--- src/rtl/serial_add_seq.sv ---
// rtl/serial_add_seq.sv - bit-serial adder sequencer around one shared full-adder cell
//
// Adds two N-bit unsigned operands plus a carry-in, one bit per clock, LSB first,
// using a single one-bit full-adder cell. Result is {COUT, O} = A + B + CIN.
//
// Ports:
//   CLKIN    in   1  clock, rising edge
//   RESETN   in   1  asynchronous active-low reset
//   A, B     in   N  operands, sampled on accept
//   CIN      in   1  carry-in, sampled on accept
//   I_VALID  in   1  request handshake valid
//   I_READY  out  1  request handshake ready (IDLE and out of reset)
//   O        out  N  registered sum, valid while O_VALID
//   COUT     out  1  registered carry-out, valid while O_VALID
//   O_VALID  out  1  result handshake valid (HOLD)
//   O_READY  in   1  result handshake ready
module serial_add_seq #(
    parameter int N = 8
) (
    input  logic         CLKIN,
    input  logic         RESETN,
    input  logic [N-1:0] A,
    input  logic [N-1:0] B,
    input  logic         CIN,
    input  logic         I_VALID,
    output logic         I_READY,
    output logic [N-1:0] O,
    output logic         COUT,
    output logic         O_VALID,
    input  logic         O_READY
);

    localparam int CW = (N > 1) ? $clog2(N) : 1;
    localparam logic [CW-1:0] CNT_LAST = CW'(N - 1);

    localparam logic [1:0] ST_IDLE = 2'd0;
    localparam logic [1:0] ST_RUN  = 2'd1;
    localparam logic [1:0] ST_HOLD = 2'd2;

    logic [1:0]    state_q, state_d;
    logic [N-1:0]  a_sr_q, a_sr_d;
    logic [N-1:0]  b_sr_q, b_sr_d;
    logic          c_q, c_d;
    logic [N-1:0]  s_sr_q, s_sr_d;
    logic [CW-1:0] cnt_q, cnt_d;
    logic [N-1:0]  o_q, o_d;
    logic          cout_q, cout_d;
    logic          rst_sync_q;

    logic          cell_sum;
    logic          cell_carry;
    logic [N-1:0]  s_shift;

    // The shared one-bit add cell: sum from a 3-input XOR, carry as majority.
    assign cell_sum   = a_sr_q[0] ^ b_sr_q[0] ^ c_q;
    assign cell_carry = (a_sr_q[0] & b_sr_q[0]) | (a_sr_q[0] & c_q) | (b_sr_q[0] & c_q);

    // New sum bit enters at the MSB so that after N shifts bit 0 sits at the LSB.
    // Built this way rather than with a concatenation so N = 1 stays legal.
    always_comb begin
        s_shift        = s_sr_q >> 1;
        s_shift[N-1]   = cell_sum;
    end

    always_comb begin
        state_d = state_q;
        a_sr_d  = a_sr_q;
        b_sr_d  = b_sr_q;
        c_d     = c_q;
        s_sr_d  = s_sr_q;
        cnt_d   = cnt_q;
        o_d     = o_q;
        cout_d  = cout_q;
        case (state_q)
            ST_IDLE: begin
                // rst_sync_q keeps the first edge after reset release from accepting.
                if (I_VALID && rst_sync_q) begin
                    a_sr_d  = A;
                    b_sr_d  = B;
                    c_d     = CIN;
                    cnt_d   = '0;
                    state_d = ST_RUN;
                end
            end
            ST_RUN: begin
                s_sr_d = s_shift;
                c_d    = cell_carry;
                a_sr_d = a_sr_q >> 1;
                b_sr_d = b_sr_q >> 1;
                cnt_d  = cnt_q + CW'(1);
                if (cnt_q == CNT_LAST) begin
                    o_d     = s_shift;
                    cout_d  = cell_carry;
                    state_d = ST_HOLD;
                end
            end
            ST_HOLD: begin
                if (O_READY) begin
                    state_d = ST_IDLE;
                end
            end
            default: begin
                state_d = ST_IDLE;
            end
        endcase
    end

    always_ff @(posedge CLKIN or negedge RESETN) begin
        if (!RESETN) begin
            rst_sync_q <= 1'b0;
            state_q    <= ST_IDLE;
            a_sr_q     <= '0;
            b_sr_q     <= '0;
            c_q        <= 1'b0;
            s_sr_q     <= '0;
            cnt_q      <= '0;
            o_q        <= '0;
            cout_q     <= 1'b0;
        end else begin
            rst_sync_q <= 1'b1;
            state_q    <= state_d;
            a_sr_q     <= a_sr_d;
            b_sr_q     <= b_sr_d;
            c_q        <= c_d;
            s_sr_q     <= s_sr_d;
            cnt_q      <= cnt_d;
            o_q        <= o_d;
            cout_q     <= cout_d;
        end
    end

    assign I_READY = (state_q == ST_IDLE) && rst_sync_q;
    assign O_VALID = (state_q == ST_HOLD);
    assign O       = o_q;
    assign COUT    = cout_q;

endmodule

--- config.mk ---
export PLATFORM = sky130hd
export DESIGN_NAME = serial_add_seq
export DESIGN_NICKNAME = d
export VERILOG_FILES = /design/src/rtl/serial_add_seq.sv
export SDC_FILE = /design/constraint.sdc
export NUM_CORES = 1
export LEC_CHECK = 0
export ABC_CLOCK_PERIOD_IN_PS = 1880
export CORE_MARGIN = 3
export CORE_UTILIZATION = 35
export DETAILED_ROUTE_END_ITERATION = 10
export SYNTH_ARGS = -nofsm -noshare
export SYNTH_HDL_FRONTEND = slang
export SYNTH_SLANG_ARGS = --single-unit
--- constraint.sdc ---
create_clock -name CLKIN -period 1.88 [get_ports CLKIN]
set_input_delay 0.188 -clock CLKIN [delete_from_list [all_inputs] [get_ports CLKIN]]
set_output_delay 0.188 -clock CLKIN [all_outputs]
set_load 0.01 [all_outputs]
==> metrics.yaml <==
yosys:
  ys_ff_latch: 39
  yosysTopAreaCell: "dfrtp_1"
  netlist_area_mm2: 0.00172
  seq_area_frac_synth: 0.567
  postSynthCellCount: 168
  synth_top_area_frac: 0.567
  synth_warnings: 0
  syn-num-nets: 192
  yosysUniqueCellTypes: 23
  post_synth.cell_area_avg_um2: 10.2
  synthTopCellsByArea: "dfrtp_1 57%, nand2_1 9.6%, a21oi_1 9.0%, mux2_4 7.8%, nor2_1 3.3%"
power_and_ir_drop:
  power_frac_clock: 0.182
  switchingPower_uw: 1170
  p_int_uw: 2200
  cellPowerDensity_mw_per_mm2: 1530
  ir_drop_v: 0.000573
  total_power_uw: 3370
  seq_power_share: 0.428
  p_comb_frac: 0.390
  switching_share: 0.346
  leakagePower_uw: 0.00105
worst_setup_path:
  worstPathRequired_ns: 1.69
  end_kind: "output pin"
  crit_path_start_kind: "register"
  crit_path_start: "state_q[0]"
  rr_startpoint: "cnt_q[0]"
  critPathKind: "register to output pin"
  cp_max_fo: 6
  cp_data_arrival_time_ns: 1.52
place:
  place_inst: 261
  io_buffers: 31
  pre_cts_slack_ns: 0.453
  gp_congestion: 0.750
  hpwl_um: 2420
detailed_routing:
  wl_per_cell_um: 12.4
  initialDrtViolationCount: 55
  finalWirelength_um: 3340
  postRouteAntennaNets: 0
  drc: 0
  first_pass_iters: 4
  vias: 1266
  via_per_inst: 4.69
timing:
  finalSetupViolCount: 0
  setup_slack_ns: 0.176
  hold_violations: 0
  period_share: 0.906
  fmax_mhz: 587
  maxSlewViolCount: 0
  rsz0062_at_grt: "no"
  fin_setup_tns_ns: 0
  fin_crit_ns: 1.70
  skew_ns: 0.00526
die:
  fp-row-count: 24
  die_h_um: 76.1
  placeableCoreArea_mm2: 0.00453
  fp.dieW_um: 76.1
  start_util: 0.380
  ioPinCount: 32
  die_area_mm2: 0.00580
clock_network:
  htree_num_levels: 2
  clkTransAtPathRegs_ns: 0.07
  cts_sinks: 39
  cts_root_buffer: "clkbuf_8"
  cts_made_buffers: 5
  cts_tree: "done"
  clk_latency_ns: 0.29
  cts_resized: 0
  clockBufferDepth: 2
global_routing:
  gr-usage-all-layers: 0.131
  grt_max_degree: 28
  antenna_found_initial: 0
  gr-total-overflow: 0
  grt_pass1_wl_um: 6020
  grt_pass1_vias: 1336
finish:
  drive_gt1_frac: 0.127
  diodes: 0
  nets: 228
  fin_cells: 270
  n_fill_cell: 420
  syn_to_final_growth_pct: 27.7
run_status:
  status: "complete, no violations"
hold_path:
  hold_path_class: "input pin to asynchronous set/reset pin"
flow_run:
  maxCapViolCount: 0
## power by group through the flow
stage / combinational (uW) / sequential (uW) / clock, uW
finish: 1310 / 1440 / 613
floorplan: 924 / 1440 / 0
detailed placement: 1340 / 1460 / 0
CTS: 1340 / 1450 / 632
global route: 1510 / 1490 / 666
global placement: 1300 / 1440 / 0
## synth_stat cells, drive strengths merged
library cell,count
dfrtp,39
nand2,45
ha,2
clkbuf,1
a22oi,1
a21oi,31
o21ai,3
conb,1
and3b,1
nor3b,1
nor2b,1
o22ai,1
inv,1
nor2,15
nand3b,1
mux2,9
nand3,3
fa,1
nand2b,2
buf,9
## path summary, 6_finish.rpt
| check | depth (start not counted) | slack (ns) | to |
|---|---|---|---|
| max in group asynchronous | 3 | 0.99 | cnt_q[0] |
| min in group CLKIN | 3 | 0.47 | a_sr_q[7] |
| hold reg to reg | 2 | 0.48 | s_sr_q[1] |
| setup reg to reg | 4 | 0.46 | O[5] |
| setup / recovery | 2 | 0.18 | I_READY |
| hold / removal | 2 | 0.37 | c_q |
## layer usage
metal	GRT usage	part of all wire
met1	0.151	0.43
met2	0.230	0.50
met3	0.0508	0.059
met4	0.0326	0.012
met5	0	0
## worst max-delay path, cell delays in order (launching register included)
cell,delay [ns]
dfrtp_1,0.44
nor3b_1,0.22
clkdlybuf4s50_1,0.57
## cell type report
| cell class | count | area, um^2 | area share |
|---|---|---|---|
| Inverter | 1 | 3.75 | 0.00171 |
| Clock buffer | 8 | 100 | 0.0455 |
| Sequential cell | 39 | 976 | 0.444 |
| Tap cell | 65 | 81.3 | 0.0370 |
| Multi-Input combinational cell | 118 | 669 | 0.304 |
| Timing Repair Buffer | 39 | 368 | 0.167 |
## flip-flops by register name (all words and copies together) (netlist names)
name and count:
rst_sync_q 1, state_q 2, c_q 1, O 8
COUT 1, a_sr_q 8, cnt_q 3, s_sr_q 7
b_sr_q 8
## layout by cell type (no fill, tap or decap), types with 3 or more instances in the layout
master            n
buf_4             7
clkbuf_8          7
nand2_1          44
nor2_1           15
a21oi_1          31
dfrtp_1          39
o21ai_0           3
nand3_1           3
clkdlybuf4s50_1  30
mux2_4            9
## per-stage QoR
stage,instance area [um^2],hold WS [ns],utilization
3_3_place_gp,2090,0.149,0.461
3_5_place_dp,2090,0.154,0.461
4_1_cts,2200,0.378,0.485
5_1_grt,2200,0.401,0.485
2_1_floorplan,1720,-0.108,-
6_report,2200,0.368,0.485
## what timing repair did
| item | in CTS | in global routing |
|---|---|---|
| endpoints found under the setup margin | 0 | 0 |
| endpoints found under the hold margin | 18 | 0 |
| hold buffers | 1 | 0 |
| setup buffers | 0 | 0 |
## logic make-up after synthesis
kind of cell,after synthesis,share of synthesized area
flip-flops,39,0.567
AND/OR/NAND/NOR,69,0.175
buffers and inverters,11,0.0443
other,1,0.00218
AO/OA/AOI/OAI,36,0.107
adder cells (fa/ha/maj),3,0.0262
multiplexers,9,0.0785
No activity file was read; power rests on OpenSTA's default activity.
==> RTL change 1, RTL diff (config.mk and constraints unchanged) <==
`o_q` no longer has a reset.
--- a/src/rtl/serial_add_seq.sv
+++ b/src/rtl/serial_add_seq.sv
@@ -114,7 +114,6 @@
             c_q        <= 1'b0;
             s_sr_q     <= '0;
             cnt_q      <= '0;
-            o_q        <= '0;
             cout_q     <= 1'b0;
         end else begin
             rst_sync_q <= 1'b1;
@@ -124,9 +123,12 @@
             c_q        <= c_d;
             s_sr_q     <= s_sr_d;
             cnt_q      <= cnt_d;
-            o_q        <= o_d;
             cout_q     <= cout_d;
         end
+    end
+
+    always_ff @(posedge CLKIN) begin
+        o_q <= o_d;
     end
 
     assign I_READY = (state_q == ST_IDLE) && rst_sync_q;
Function: no difference found for any inputs over 10 cycles, from zero or initial values and one cycle with RESETN low; that may be too few to reach the edited logic, so the function may still have changed.
==> RTL change 1 against the original RTL <==
- sequential cell count did not move
- synthesized cell count is 4.2% lower
- global-route usage shrank 0.56 points
- register-to-register slack got worse by 0.10 ns
- worst setup slack lost 0.023 ns
- final area down 6.7%
- maximum frequency is 1.3% lower
- wire length shrank 8.5%
- total power is 13% lower
- synthesized area fell by 5.5%
- die area fell by 5.1%
==> RTL change 1: results (changes against the original RTL) <==
Outcome
  • Status: complete, no violations

Placement
  • Post-DP HPWL: 2160 um (-10%)
  • Dpl cells: 239 (-8.4%)
  • Gpl congestion: 0.768 (+2.4%)

Layout
  • Share of layout cells above drive strength 1: 0.0667 (-0.0602)
  • Nets: 218 (-4.4%)
  • Fillcell total: 411 (-2.1%)

Worst setup path
  • Slowest stage delay, CP: 0.53 ns (-0.04 ns)
  • Flop2flop setup slack: 0.36 ns (-0.10 ns)
  • Critical-path top delay cell: clkdlybuf4s50_1
  • R2r endpoint: s_sr_q[1]$_DFFE_PN0P_
  • Crit Reg-Reg Startpoint: state_q[1]$_DFFE_PN0P_

GRT
  • Total track usage: 0.126 (-0.00555)
  • Pin count of the biggest net entering global routing: 32 (+14%)
  • First-pass GRT wire length: 5170 um (-14%)
  • Vias in the first global route: 1149 (-14%)

Synthesis
  • Async set-reset flop share out of synthesis: 0.795 (-0.205)
  • Mapped Cells: 161 (-4.2%)
  • Netlist cell types: 25 (+8.7%)
  • Post-Syn Nets: 185 (-3.6%)
  • Sequential share of the synthesized area: 0.625 (+0.0578)
  • Commonest cells in the netlist: nand2_1, a21oi_1, dfrtp_1, nor2_1, edfxtp_1
  • Post-synth EDFFs: 8 (+8)

Routing
  • Routed vias: 1173 (-7.3%)
  • Mean routed wirelength per cell: 12.4 um (about the same)
  • First DRT Iteration DRCs: 42 (-24%)
  • Routed met1 length: 1350 um (-5.8%)
  • Metal2 WL: 1520 um (-9.0%)
  • Met3 wire length: 144 um (-27%)

Power and ir drop
  • P_leak: 0.926 nW (-12%)
  • Peak VDD IR: 0.585 mV (+2.1%)

STA
  • Final Skew: 0.00431 ns (-0.000949 ns)

Clock tree
  • Postcts setup bufs: 0 (unchanged)
RTL change 1: changes by cell type after synthesis, sizes merged:
cell,change
dfrtp,-8
edfxtp,+8
mux2,-8
inv,+1
nand2b,-1
or2b,+1
RTL change 1: worst max path at each step:
stage,from,end,cells after the start
finish,state_q[0]$_DFFE_PN0P_,O_VALID,3
global route,state_q[1]$_DFFE_PN0P_,O_VALID,3
CTS,state_q[0]$_DFFE_PN0P_,O_VALID,3
detailed placement,state_q[1]$_DFFE_PN0P_,s_sr_q[1]$_DFFE_PN0P_,4
global placement,state_q[1]$_DFFE_PN0P_,s_sr_q[7]$_DFFE_PN0P_,4
floorplan,cnt_q[0]$_DFFE_PN0P_,COUT$_DFFE_PN0P_,4
RTL change 1: power breakdown:
part / internal, W / switching, W / leakage [nW] / total (W)
clock: 0.000260 / 0.000264 / 0.0422 / 0.000523
combinational: 0.000435 / 0.000571 / 0.438 / 0.00101
sequential: 0.00121 / 0.000196 / 0.446 / 0.00141
total: 0.00191 / 0.00103 / 0.926 / 0.00294
RTL change 1: area by class of cell:
| cell class | instances | area share |
|---|---|---|
| Timing Repair Buffer | 36 | 0.170 |
| Multi-Input combinational cell | 110 | 0.260 |
| Inverter | 2 | 0.00366 |
| Tap cell | 52 | 0.0317 |
| Clock buffer | 7 | 0.0372 |
| Clock inverter | 1 | 0.00244 |
| Sequential cell | 39 | 0.495 |
RTL change 1: worst max-delay path, delay by kind of cell (launching register included):
family | cells | cell delay [ns]
and+or+nand+nor | 1 | 0.25
buffers and inverters | 2 | 0.58
DFF | 1 | 0.43
RTL change 1: through the flow:
step	hold slack [ns]	setup WS, ns	total power (W)	area, um^2
after CTS	0.295	0.139	0.00298	2050
after global routing	0.331	0.0807	0.00320	2050
after detailed placement	0.445	0.365	0.00245	1970
after floorplan	-0.108	0.642	0.00215	1630
final	0.286	0.153	0.00294	2050
after global placement	0.446	0.427	0.00239	1970
RTL change 1: logic make-up (layout without fill, tap and decap cells):
group,after synthesis,after routing,synth area share
other,1,1,0.00231
adders and majority gates,3,3,0.0277
and+or+nand+nor,69,69,0.176
DFF,39,39,0.625
muxes,1,1,0.00923
buffers and inverters,12,46,0.0469
AOI/OAI and AO/OA,36,36,0.113
RTL change 1: routing by layer:
layer,up-vias,GRT usage
met1,546,0.149
met2,29,0.211
li1,594,-
met4,0,0.0423
met5,-,0
met3,4,0.0473
==> RTL change 2, RTL diff (config.mk and constraints unchanged) <==
Without the edit above. Change the parameter `N` from 8 to 16.
--- a/src/rtl/serial_add_seq.sv
+++ b/src/rtl/serial_add_seq.sv
@@ -15,7 +15,7 @@
 //   O_VALID  out  1  result handshake valid (HOLD)
 //   O_READY  in   1  result handshake ready
 module serial_add_seq #(
-    parameter int N = 8
+    parameter int N = 16
 ) (
     input  logic         CLKIN,
     input  logic         RESETN,
Interface: changed (resized A, B and O); port bits go from 32 to 56. No check against the original RTL was run, so the function may have changed too.
==> RTL change 2 against the original RTL <==
- synthesized area increased by 83%
- wire length increased by 88%
- first-iteration DRC count rose by 130%
- die area increased by 75%
- sequential power increased by 86%
- total power up 94%
- worst setup slack got worse by 0.10 ns
- cell count rose by 53%
- global-route usage up 0.33 points
- final area grew 84%
- critical endpoint unchanged
- hold slack improved by 0.0025 ns
- sequential cell count grew 33
==> RTL change 2: results (changes against the original RTL) <==
Outcome
  • Status: complete, no violations

Placement
  • Cell area after placement: 0.00381 mm^2 (+82%)
  • Post-DP HPWL: 4270 um (+77%)
  • Worst slack, placed: 0.263 ns (-0.190 ns)
  • Gpl congestion: 0.712 (-5.1%)
  • Dpl cells: 396 (+52%)

Worst setup path
  • R2r worst-path depth: 3 (-1)
  • Slowest stage delay, CP: 0.53 ns (-0.04 ns)
  • Crit Reg-Reg Startpoint: cnt_q[0]$_DFFE_PN0P_
  • CP arrival: 1.62 ns (+0.10 ns)
  • Flop2flop setup slack: 0.31 ns (-0.15 ns)
  • R2r endpoint: O[0]$_DFFE_PN0P_

Synthesis
  • Mapped Cells: 245 (+46%)
  • Synth top area cells: dfrtp_1, mux2i_1, o21ai_0
  • Post-Syn Nets: 284 (+48%)
  • Netlist cell types: 29 (+26%)
  • Synth Area in XOR/XNOR: 0.00278 (+0.00278)
  • Post-synthesis mux area share: 0.231 (+0.153)
  • Synth Area in Adders: 0.0103 (-0.0158)
  • #FFs+latches synth: 72 (+85%)
  • Sequential share of the synthesized area: 0.573 (+0.00593)
  • Post-synthesis compound-gate area fraction: 0.116 (+0.00892)

GRT
  • Vias in the first global route: 2125 (+59%)
  • Total track usage: 0.134 (+0.00326)
  • Pin count of the biggest net entering global routing: 42 (+50%)
  • First-pass GRT wire length: 10800 um (+80%)
  • GR Layer Usage met3: 0.0408 (-0.0100)
  • Met2 usage: 0.203 (-0.0266)

Routing
  • Vias/cell: 5.07 (+8.2%)
  • First-pass DRT Iterations: 4 (unchanged)
  • First DRT Iteration DRCs: 125 (+130%)
  • Routed met1 length: 3020 um (+110%)
  • Metal2 WL: 2830 um (+70%)

Layout
  • Non-clk bufs: 66 (+69%)
  • Finished Layout Cells: 413 (+53%)
  • Fraction of area in registers: 0.446 (+0.00167)
  • Share of layout cells above drive strength 1: 0.214 (+0.0875)
  • #MultiIn Comb: 153 (+30%)
  • Final instance area: 0.00405 mm^2 (+84%)
  • Data buffer area share: 0.159 (-0.00787)
  • Post-layout util: 0.478 (-0.00648)
  • Final-layout clock-cell area share: 0.0562 (+0.0107)
  • Nets: 342 (+50%)
  • Multi-input combinational area share: 0.305 (+0.000820)

Clock tree
  • CTS Buf Count: 9 (+4)
  • Worst skew pair latency: 0.35 ns (+0.06 ns)

Power and ir drop
  • Power Internal: 0.00443 W (+100%)
  • Power Sequential: 0.00268 W (+86%)
  • P_leak: 1.87 nW (+78%)
  • Clk pwr share: 0.212 (+0.030)

STA
  • Hold slack: 0.371 ns (+0.00253 ns)
  • Final Skew: 0.0109 ns (+0.00562 ns)
  • Final setup margin: 0.0731 ns (-0.103 ns)
[RTL change 2: changes by cell type after synthesis, sizes merged, moves of 9 or more]
| cell | unedited run | this run |
|---|---|---|
| nor2 | 15 | 3 |
| mux2 | 9 | 34 |
| a21oi | 31 | 2 |
| clkbuf | 1 | 10 |
| dfrtp | 39 | 72 |
| o21ai | 3 | 62 |
| nand2 | 45 | 1 |
| mux2i | 0 | 31 |
[RTL change 2: how the worst max path moves through the flow]
stage	startpoint	to	cells after the start
after global routing	state_q[0]$_DFFE_PN0P_	I_READY	3
after detailed placement	I_VALID	cnt_q[1]$_DFFE_PN0P_	5
final	state_q[0]$_DFFE_PN0P_	I_READY	3
after global placement	I_VALID	cnt_q[1]$_DFFE_PN0P_	5
after CTS	state_q[1]$_DFFE_PN0P_	I_READY	3
after floorplan	state_q[0]$_DFFE_PN0P_	O[10]$_DFFE_PN0P_	6
